**config.mk**
```make
export PLATFORM = sky130hd
export DESIGN_NAME = systolic_result_drain
export DESIGN_NICKNAME = d
export VERILOG_FILES = /design/src/rtl/systolic_result_drain_pkg.sv /design/src/rtl/drain_saturate.sv /design/src/rtl/systolic_result_drain.sv
export SDC_FILE = /design/constraint.sdc
export NUM_CORES = 1
export LEC_CHECK = 0
export CORE_MARGIN = 4
export CORE_UTILIZATION = 52
export CTS_CLUSTER_SIZE = 14
export DETAILED_ROUTE_END_ITERATION = 8
export PLACE_DENSITY = 0.87
export SYNTH_ARGS = -nofsm -noshare
export SYNTH_HDL_FRONTEND = slang
export SYNTH_SLANG_ARGS = --single-unit
```
**constraint.sdc**
```tcl
create_clock -name i_clock -period 5.2 [get_ports i_clock]
set_input_delay 1.3 -clock i_clock [delete_from_list [all_inputs] [get_ports i_clock]]
set_output_delay 1.3 -clock i_clock [all_outputs]
set_load 0.02 [all_outputs]
```
**src/rtl/systolic_result_drain_pkg.sv**
```systemverilog
`default_nettype none
// systolic_result_drain_pkg: drain FSM state type and size-decode helpers shared by the drain block.
// Revision: 1.0
package systolic_result_drain_pkg;

    localparam int MSIZE_W = 3;
    localparam int NDIM_W  = 4;

    typedef enum logic [1:0] {
        ST_IDLE       = 2'd0,
        ST_CAPTURE    = 2'd1,
        ST_DRAIN      = 2'd2,
        ST_WAIT_CLEAR = 2'd3
    } drain_state_t;

    // Zero or out-of-range requests select the full array.
    function automatic logic [NDIM_W-1:0] decode_size(input logic [MSIZE_W-1:0] msize,
                                                      input int size);
        if (msize == '0 || int'(msize) > size) begin
            return NDIM_W'(size);
        end
        return {1'b0, msize};
    endfunction

    function automatic int idx_width(input int size);
        return (size > 1) ? $clog2(size) : 1;
    endfunction

endpackage
`default_nettype wire

```
**src/rtl/drain_saturate.sv**
```systemverilog
`default_nettype none
// drain_saturate: narrows a signed result to OUT_BITS; saturates with DRAIN_SAT_EN, else truncates.
// Revision: 1.0
module drain_saturate #(
    parameter int IN_BITS  = 21,
    parameter int OUT_BITS = 16
) (
    input  logic [IN_BITS-1:0]  i_data,
    output logic [OUT_BITS-1:0] o_data
);

`ifdef DRAIN_SAT_EN
    logic fits;

    // Value fits when every bit from the output sign position upward equals the sign.
    assign fits = (&i_data[IN_BITS-1:OUT_BITS-1]) | ~(|i_data[IN_BITS-1:OUT_BITS-1]);

    always_comb begin
        o_data = i_data[OUT_BITS-1:0];
        if (!fits) begin
            o_data = i_data[IN_BITS-1] ? {1'b1, {(OUT_BITS-1){1'b0}}}
                                       : {1'b0, {(OUT_BITS-1){1'b1}}};
        end
    end
`else
    logic unused_hi;

    assign o_data    = i_data[OUT_BITS-1:0];
    assign unused_hi = ^i_data;
`endif

endmodule
`default_nettype wire

```
**src/rtl/systolic_result_drain.sv**
```systemverilog
`default_nettype none
// systolic_result_drain: snapshots the N x N result block once all active PEs finish and streams it
// row-major over valid/ready. Optional macro DRAIN_SAT_EN selects output saturation. Revision: 1.0
module systolic_result_drain
    import systolic_result_drain_pkg::*;
#(
    parameter int SIZE       = 4,
    parameter int REG_C_BITS = 21,
    parameter int OUT_BITS   = 16
) (
    input  logic                            i_clock,
    input  logic                            i_reset,
    input  logic [SIZE*SIZE*REG_C_BITS-1:0] i_c_full,
    input  logic [SIZE*SIZE-1:0]            i_finish,
    input  logic [MSIZE_W-1:0]              i_matrix_size,
    input  logic                            i_ready,
    output logic [OUT_BITS-1:0]             o_data,
    output logic                            o_valid,
    output logic [$clog2(SIZE)-1:0]         o_row,
    output logic [$clog2(SIZE)-1:0]         o_col,
    output logic                            o_last,
    output logic                            o_busy
);

    localparam int IDX_W  = idx_width(SIZE);
    localparam int NUM_PE = SIZE * SIZE;

    drain_state_t          state_q, state_d;
    logic [IDX_W-1:0]      row_q, row_d;
    logic [IDX_W-1:0]      col_q, col_d;
    logic [NDIM_W-1:0]     n_q, n_d;
    logic [NDIM_W-1:0]     n_now;
    logic [REG_C_BITS-1:0] snap_q [NUM_PE];
    logic [REG_C_BITS-1:0] elem;
    logic                  all_fin;
    logic                  any_fin;
    logic                  at_row_end;
    logic                  at_last;

    assign n_now = decode_size(i_matrix_size, SIZE);

    // Start uses the requested size; the clear check uses the size that was captured.
    always_comb begin
        all_fin = 1'b1;
        any_fin = 1'b0;
        for (int r = 0; r < SIZE; r++) begin
            for (int c = 0; c < SIZE; c++) begin
                if (r < int'(n_now) && c < int'(n_now) && !i_finish[r*SIZE+c]) begin
                    all_fin = 1'b0;
                end
                if (r < int'(n_q) && c < int'(n_q) && i_finish[r*SIZE+c]) begin
                    any_fin = 1'b1;
                end
            end
        end
    end

    always_comb begin
        elem = '0;
        for (int i = 0; i < NUM_PE; i++) begin
            if (i == int'(row_q) * SIZE + int'(col_q)) begin
                elem = snap_q[i];
            end
        end
    end

    assign at_row_end = (int'(col_q) == int'(n_q) - 1);
    assign at_last    = at_row_end && (int'(row_q) == int'(n_q) - 1);

    always_comb begin
        state_d = state_q;
        row_d   = row_q;
        col_d   = col_q;
        n_d     = n_q;
        case (state_q)
            ST_IDLE: begin
                if (all_fin) begin
                    state_d = ST_CAPTURE;
                end
            end
            ST_CAPTURE: begin
                n_d     = n_now;
                row_d   = '0;
                col_d   = '0;
                state_d = ST_DRAIN;
            end
            ST_DRAIN: begin
                if (i_ready) begin
                    if (at_last) begin
                        state_d = ST_WAIT_CLEAR;
                    end else if (at_row_end) begin
                        col_d = '0;
                        row_d = row_q + IDX_W'(1);
                    end else begin
                        col_d = col_q + IDX_W'(1);
                    end
                end
            end
            ST_WAIT_CLEAR: begin
                if (!any_fin) begin
                    state_d = ST_IDLE;
                end
            end
            default: state_d = ST_IDLE;
        endcase
    end

    always_ff @(posedge i_clock or negedge i_reset) begin
        if (!i_reset) begin
            state_q <= ST_IDLE;
            row_q   <= '0;
            col_q   <= '0;
            n_q     <= '0;
            for (int i = 0; i < NUM_PE; i++) begin
                snap_q[i] <= '0;
            end
        end else begin
            state_q <= state_d;
            row_q   <= row_d;
            col_q   <= col_d;
            n_q     <= n_d;
            if (state_q == ST_CAPTURE) begin
                for (int i = 0; i < NUM_PE; i++) begin
                    snap_q[i] <= i_c_full[i*REG_C_BITS +: REG_C_BITS];
                end
            end
        end
    end

    drain_saturate #(
        .IN_BITS  (REG_C_BITS),
        .OUT_BITS (OUT_BITS)
    ) u_sat (
        .i_data (elem),
        .o_data (o_data)
    );

    assign o_valid = (state_q == ST_DRAIN);
    assign o_last  = o_valid && at_last;
    assign o_busy  = (state_q != ST_IDLE);
    assign o_row   = row_q;
    assign o_col   = col_q;

endmodule
`default_nettype wire

```
After elaboration in Yosys (flattened, before gate mapping)
Cells that the tools add are included.
{"block": "totals", "elab_cells": 194, "reg_bits": 266}
{"block": "op_classes", "n_lt_le_gt_ge": 9, "n_eq_ne": 26, "reduce_logical": 71, "muxes": 64, "add_sub_neg": 4}
{"cell": "$mux 16", "n": 16}
{"cell": "$eq 5x32->1 const A", "n": 7}
{"cell": "$eq 4x32->1 const A", "n": 4}
{"cell": "$eq 3x32->1 const A", "n": 2}
{"cell": "$logic_and 1x1->1", "n": 46}
{"cell": "$mux 1", "n": 33}
{"cell": "$eq 2x32->1 const A", "n": 1}
{"cell": "$logic_not 32->1", "n": 1}
{"cell": "$mux 2", "n": 10}
{"cell": "$logic_not 1->1", "n": 16}
{"cell": "$lt 1x4->1 const A", "n": 4}
{"cell": "$lt 2x4->1 const A", "n": 4}
{"cell": "$eq 3x5->1", "n": 2}
{"cell": "$mux 4", "n": 2}
{"cell": "$ne 2x2->1 const B", "n": 4}
{"cell": "$pmux 2 s2", "n": 2}
{"cell": "$pmux 2 s4", "n": 1}
{"cell": "$reduce_and 4->1", "n": 2}
{"cell": "$add 4x2->5", "n": 1}
{"cell": "$eq 4x5->1 const A", "n": 1}
{"cell": "$sub 4x1->5 const B", "n": 1}
{"cell": "$add 2x1->2 const B", "n": 2}
{"cell": "$eq 2x2->1 const B", "n": 2}
{"cell": "$ne 2x1->1 const B", "n": 2}
{"cell": "7 further kinds", "n": 8}

Depth between registers and ports, before layout
{"block": "logic_depth", "depth_word": 24, "mapped_depth": 10, "mapped_depth_nobuf": 8}

Hierarchy
Synthesis repeated with hierarchy kept, for this count alone.
{"block": "unflattened", "cells_unflattened": 1412, "area_unflattened_um2": 16614.7}
{"module": "systolic_result_drain", "n_inst": 1, "cells_each": 1396, "area_per_inst_um2": 16494.6}
{"module": "drain_saturate", "n_inst": 1, "cells_each": 16, "area_per_inst_um2": 120.1}

Worst setup path after synthesis
No wires, ideal clock.
{"block": "synth_path", "path_type": "flip-flop to output port", "startpoint": "register col_q[0] (netlist: o_col[0])", "endpoint": "output o_data[4]", "arrival_ps": 2327, "setup_slack_ps": 1573, "stages_incl_launch_ff": 11, "required_ps": 3900, "cell_sequence": "dfrtp_1 inv_1 ha_1 nor2b_2 buf_6 buf_6 a221oi_1 a21oi_1 a221oi_2 o221ai_1 a21oi_1"}
{"block": "synth_via", "elab_chain_len": 18, "elab_cells_between_ends": 33}
{"item": "start: declaration", "line_no": "systolic_result_drain.sv:30", "source": "logic [IDX_W-1:0] col_q, col_d;"}
{"item": "start signal: assignment", "line_no": "systolic_result_drain.sv:120", "source": "col_q <= col_d;"}
{"item": "$add 4x2->5 *", "line_no": "systolic_result_drain.sv:61", "source": "if (i == int'(row_q) * SIZE + int'(col_q)) begin"}
{"item": "$logic_not 32->1", "line_no": "systolic_result_drain.sv:61"}
{"item": "$mux 16 (15 in series)", "line_no": "systolic_result_drain.sv:61"}
{"item": "$mux 16 *", "line_no": "systolic_result_drain.sv:61"}
{"item": "end: declaration", "line_no": "systolic_result_drain.sv:17", "source": "output logic [OUT_BITS-1:0] o_data,"}
Mark *: on every way between the ends. The rest lies on a longest branch, timed or not.

Final worst setup path
{"block": "layout_path", "startpoint": "register col_q[0] (netlist: o_col[0])", "endpoint": "output o_data[10]"}
The elaborated chain is that of the path after synthesis.

==> summary.txt <==
Status
  • Status: complete, no violations

Die
  • Top-Level Pins: 381
  • Core footprint: between 20000 and 25000 um2
  • Die width: 165 um
  • Die ar.: around 27000 um2
  • Cell row count: 57
  • Initial core utilization: 0.529
  • Die H: 165 um

Clock tree
  • Num CTS Buffers: 28
  • Clk slew on worst S/H paths: 0.06 ns
  • CTS Sinks: 265
  • CTS tree: built
  • Clk_lat worst skew: 0.54 ns
  • Clock root buffer: clkbuf_16
  • Clk buf depth: 3
  • CTS hold repair buffers: 0
  • H-Tree Depth: 1

Global routing
  • GRT Util Overall: 0.272
  • Global-route wire length before repair: around 58000 um
  • Congestion Overflow GR: 0
  • Largest net degree at the start of global routing: 100
  • Initial antenna violation count: 4
  • Vias in the first global route: 10400

Layout
  • Post-route insts no fill: 1701
  • Final net count: 1727
  • Share of cells above drive strength 1: 0.239
  • Fillers: 1662
  • P&R area growth vs syn: 33.4%
  • Core Util, Final: 0.706

Power and ir drop
  • Peak VDD IR: 404 uV
  • Pleak: 6.96 nW
  • Overall power: 10.6 mW
  • Pwr/cell area: 619 nW/um2

Routing
  • Wirelength per Cell: ~23 um
  • DR pass1 iterations: 5
  • DRC: 0
  • Antenna Violating Nets Remaining: 0
  • Total number of vias: 10100
  • Via density: between 5 and 6
  • Post-Route WL: just under 40000 um
  • Initial DRC Count: 852

Synthesis
  • Area contributors post-synth: dfrtp_1 (52%), mux2_2 (20%), a221o_1 (2.3%)
  • Post-synth EDFFs: 0
  • Mapped cell area: 12900 um2
  • Share of the synthesized area in the top cell type: 0.515
  • Asr flop ratio synth: 1.00
  • Top-count cell post-synth: dfrtp_1
  • Syn Nets: 1452
  • Ys Warns: 0
  • Avg Inst Size Synth: roughly 12 um2
  • Sequential element share of the synthesized area: 0.515
  • Cell count after synthesis: 1076
  • Post-synth top cells: dfrtp_1 (265), mux2_2 (226), nor2_1 (51)
  • Unique cell type count in the Yosys netlist: 52
  • #FFs+latches synth: 265
  • Main synth FF type: dfrtp_1
  • Yosys top cell by area: dfrtp_1

Timing
  • Worst-margin pin slew: ~0.78 ns
  • Clk_skew: around 0.015 ns
  • Max-slew violations: 0
  • Tmin final: 5.07 ns
  • Final setup violation count: 0
  • FMAX: 197 MHz
  • Final worst slack: ~0.13 ns
  • Max-slew headroom: 0.478
  • Hold Vio Cnt, Final: 0
  • Period utilisation layout: 0.974

Place
  • Detail Placement HPWL: 27200 um
  • Place WS: 0.497 ns
  • GP Congestion: 0.910
  • Placed insts: 1642
  • Port-buffer cells: 300

Worst setup path
  • Worst Setup End Kind: primary output
  • Largest fanout on the critical path: 26
  • Crit path required time: 3.90 ns
  • WP data arrival: 3.77 ns
  • WS Path Type: flip-flop to primary output
  • CP Launch Type: flip-flop

Job
  • Max Cap Viol: 0

Min path
  • HP Class: flip-flop to flip-flop
## logic make-up (layout without fill, tap and decap cells)
kind of cell / count (synthesis) / count (layout) / share of synthesized area
AND/OR/NAND/NOR: 159 / 159 / 0.0574
XOR/XNOR: 3 / 3 / 0.00204
other: 0 / 6 / 0
adder cells (fa/ha/maj): 18 / 18 / 0.0175
flip-flops: 265 / 265 / 0.515
multiplexers: 227 / 227 / 0.199
AO/OA/AOI/OAI: 273 / 273 / 0.164
buffers and inverters: 131 / 426 / 0.0448
## critical path: stages, from the launching register on
cell and delay (ns):
dfrtp_1 0.48, inv_1 0.19, ha_4 0.42, buf_4 0.36, a211o_1 0.15, a22oi_1 0.07
a221oi_2 0.44, o221ai_1 0.24, a21oi_1 0.23, clkdlybuf4s50_1 0.64
## sequential cells by signal, indices dropped and copies added (netlist names)
register / cells
state_q: 2
o_row: 2
snap_q: 256
n_q: 3
o_col: 2
## routing by layer
metal | up-vias | share of wire | global-route usage | wire, um
li1 | 4541 | - | - | -
met1 | 5020 | 0.40 | 0.360 | 15400
met2 | 464 | 0.49 | 0.449 | 18700
met3 | 88 | 0.073 | 0.0469 | 2810
met4 | 2 | 0.042 | 0.107 | 1610
met5 | - | 0.00021 | 0 | 8
## placed cells by master, fill, tap and decap left out, drive strengths merged, types with 30 or more instances in the layout
cell type / synthesis / routed
a21oi: 39 / 39
a221o: 30 / 30
a221oi: 31 / 31
a22oi: 31 / 31
clkbuf: 38 / 41
clkdlybuf4s50: 0 / 299
dfrtp: 265 / 265
inv: 48 / 48
mux2: 226 / 226
nand2: 45 / 45
nor2: 52 / 52
o21ai: 40 / 40
## path summary, 6_finish.rpt
kind / end / from / slack, ns / cells past startpoint
max: o_data[10] / o_col[0] / 0.13 / 9
min: snap_q[273] / snap_q[273] / 0.50 / 1
max reg2reg: snap_q[329] / state_q[1] / 2.87 / 4
min reg2reg: snap_q[273] / snap_q[273] / 0.50 / 1
max in group asynchronous: n_q[1] / i_reset / 3.38 / 2
min in group asynchronous: snap_q[5] / i_reset / 0.76 / 1
## timing repair
| item | 4_1_cts | 5_1_grt |
|---|---|---|
| setup endpoints to repair | 5 | 15 |
| gates resized for setup | 4 | 11 |
| buffers inserted | 1 | 2 |
## stage by stage
step / setup TNS (ns) / instance area, um2 / hold WS, ns
2_1_floorplan: 0 / 12900 / 0.472
3_3_place_gp: 0 / 16100 / 0.481
3_5_place_dp: 0 / 16100 / 0.487
4_1_cts: 0 / 17100 / 0.501
5_1_grt: -0.00851 / 17200 / 0.518
6_report: 0 / 17200 / 0.497
## power by group
group          leakage (nW)  switching (mW)  internal [mW]
logic                  3.38            2.39           2.56
registers              3.14           0.621           3.13
clock network         0.439           0.809           1.10
## final cells by class
cell class	instances	area [um2]	share of cell area
diodes	6	15.0	0.000875
clock buffers	41	831	0.0484
clock inverters	9	47.5	0.00277
inverters	48	180	0.0105
multi-input cells	680	5770	0.336
flip-flops and latches	265	6630	0.386
well taps	324	405	0.0236
repair buffers	328	3280	0.191
No activity file was read; power rests on OpenSTA's default activity.
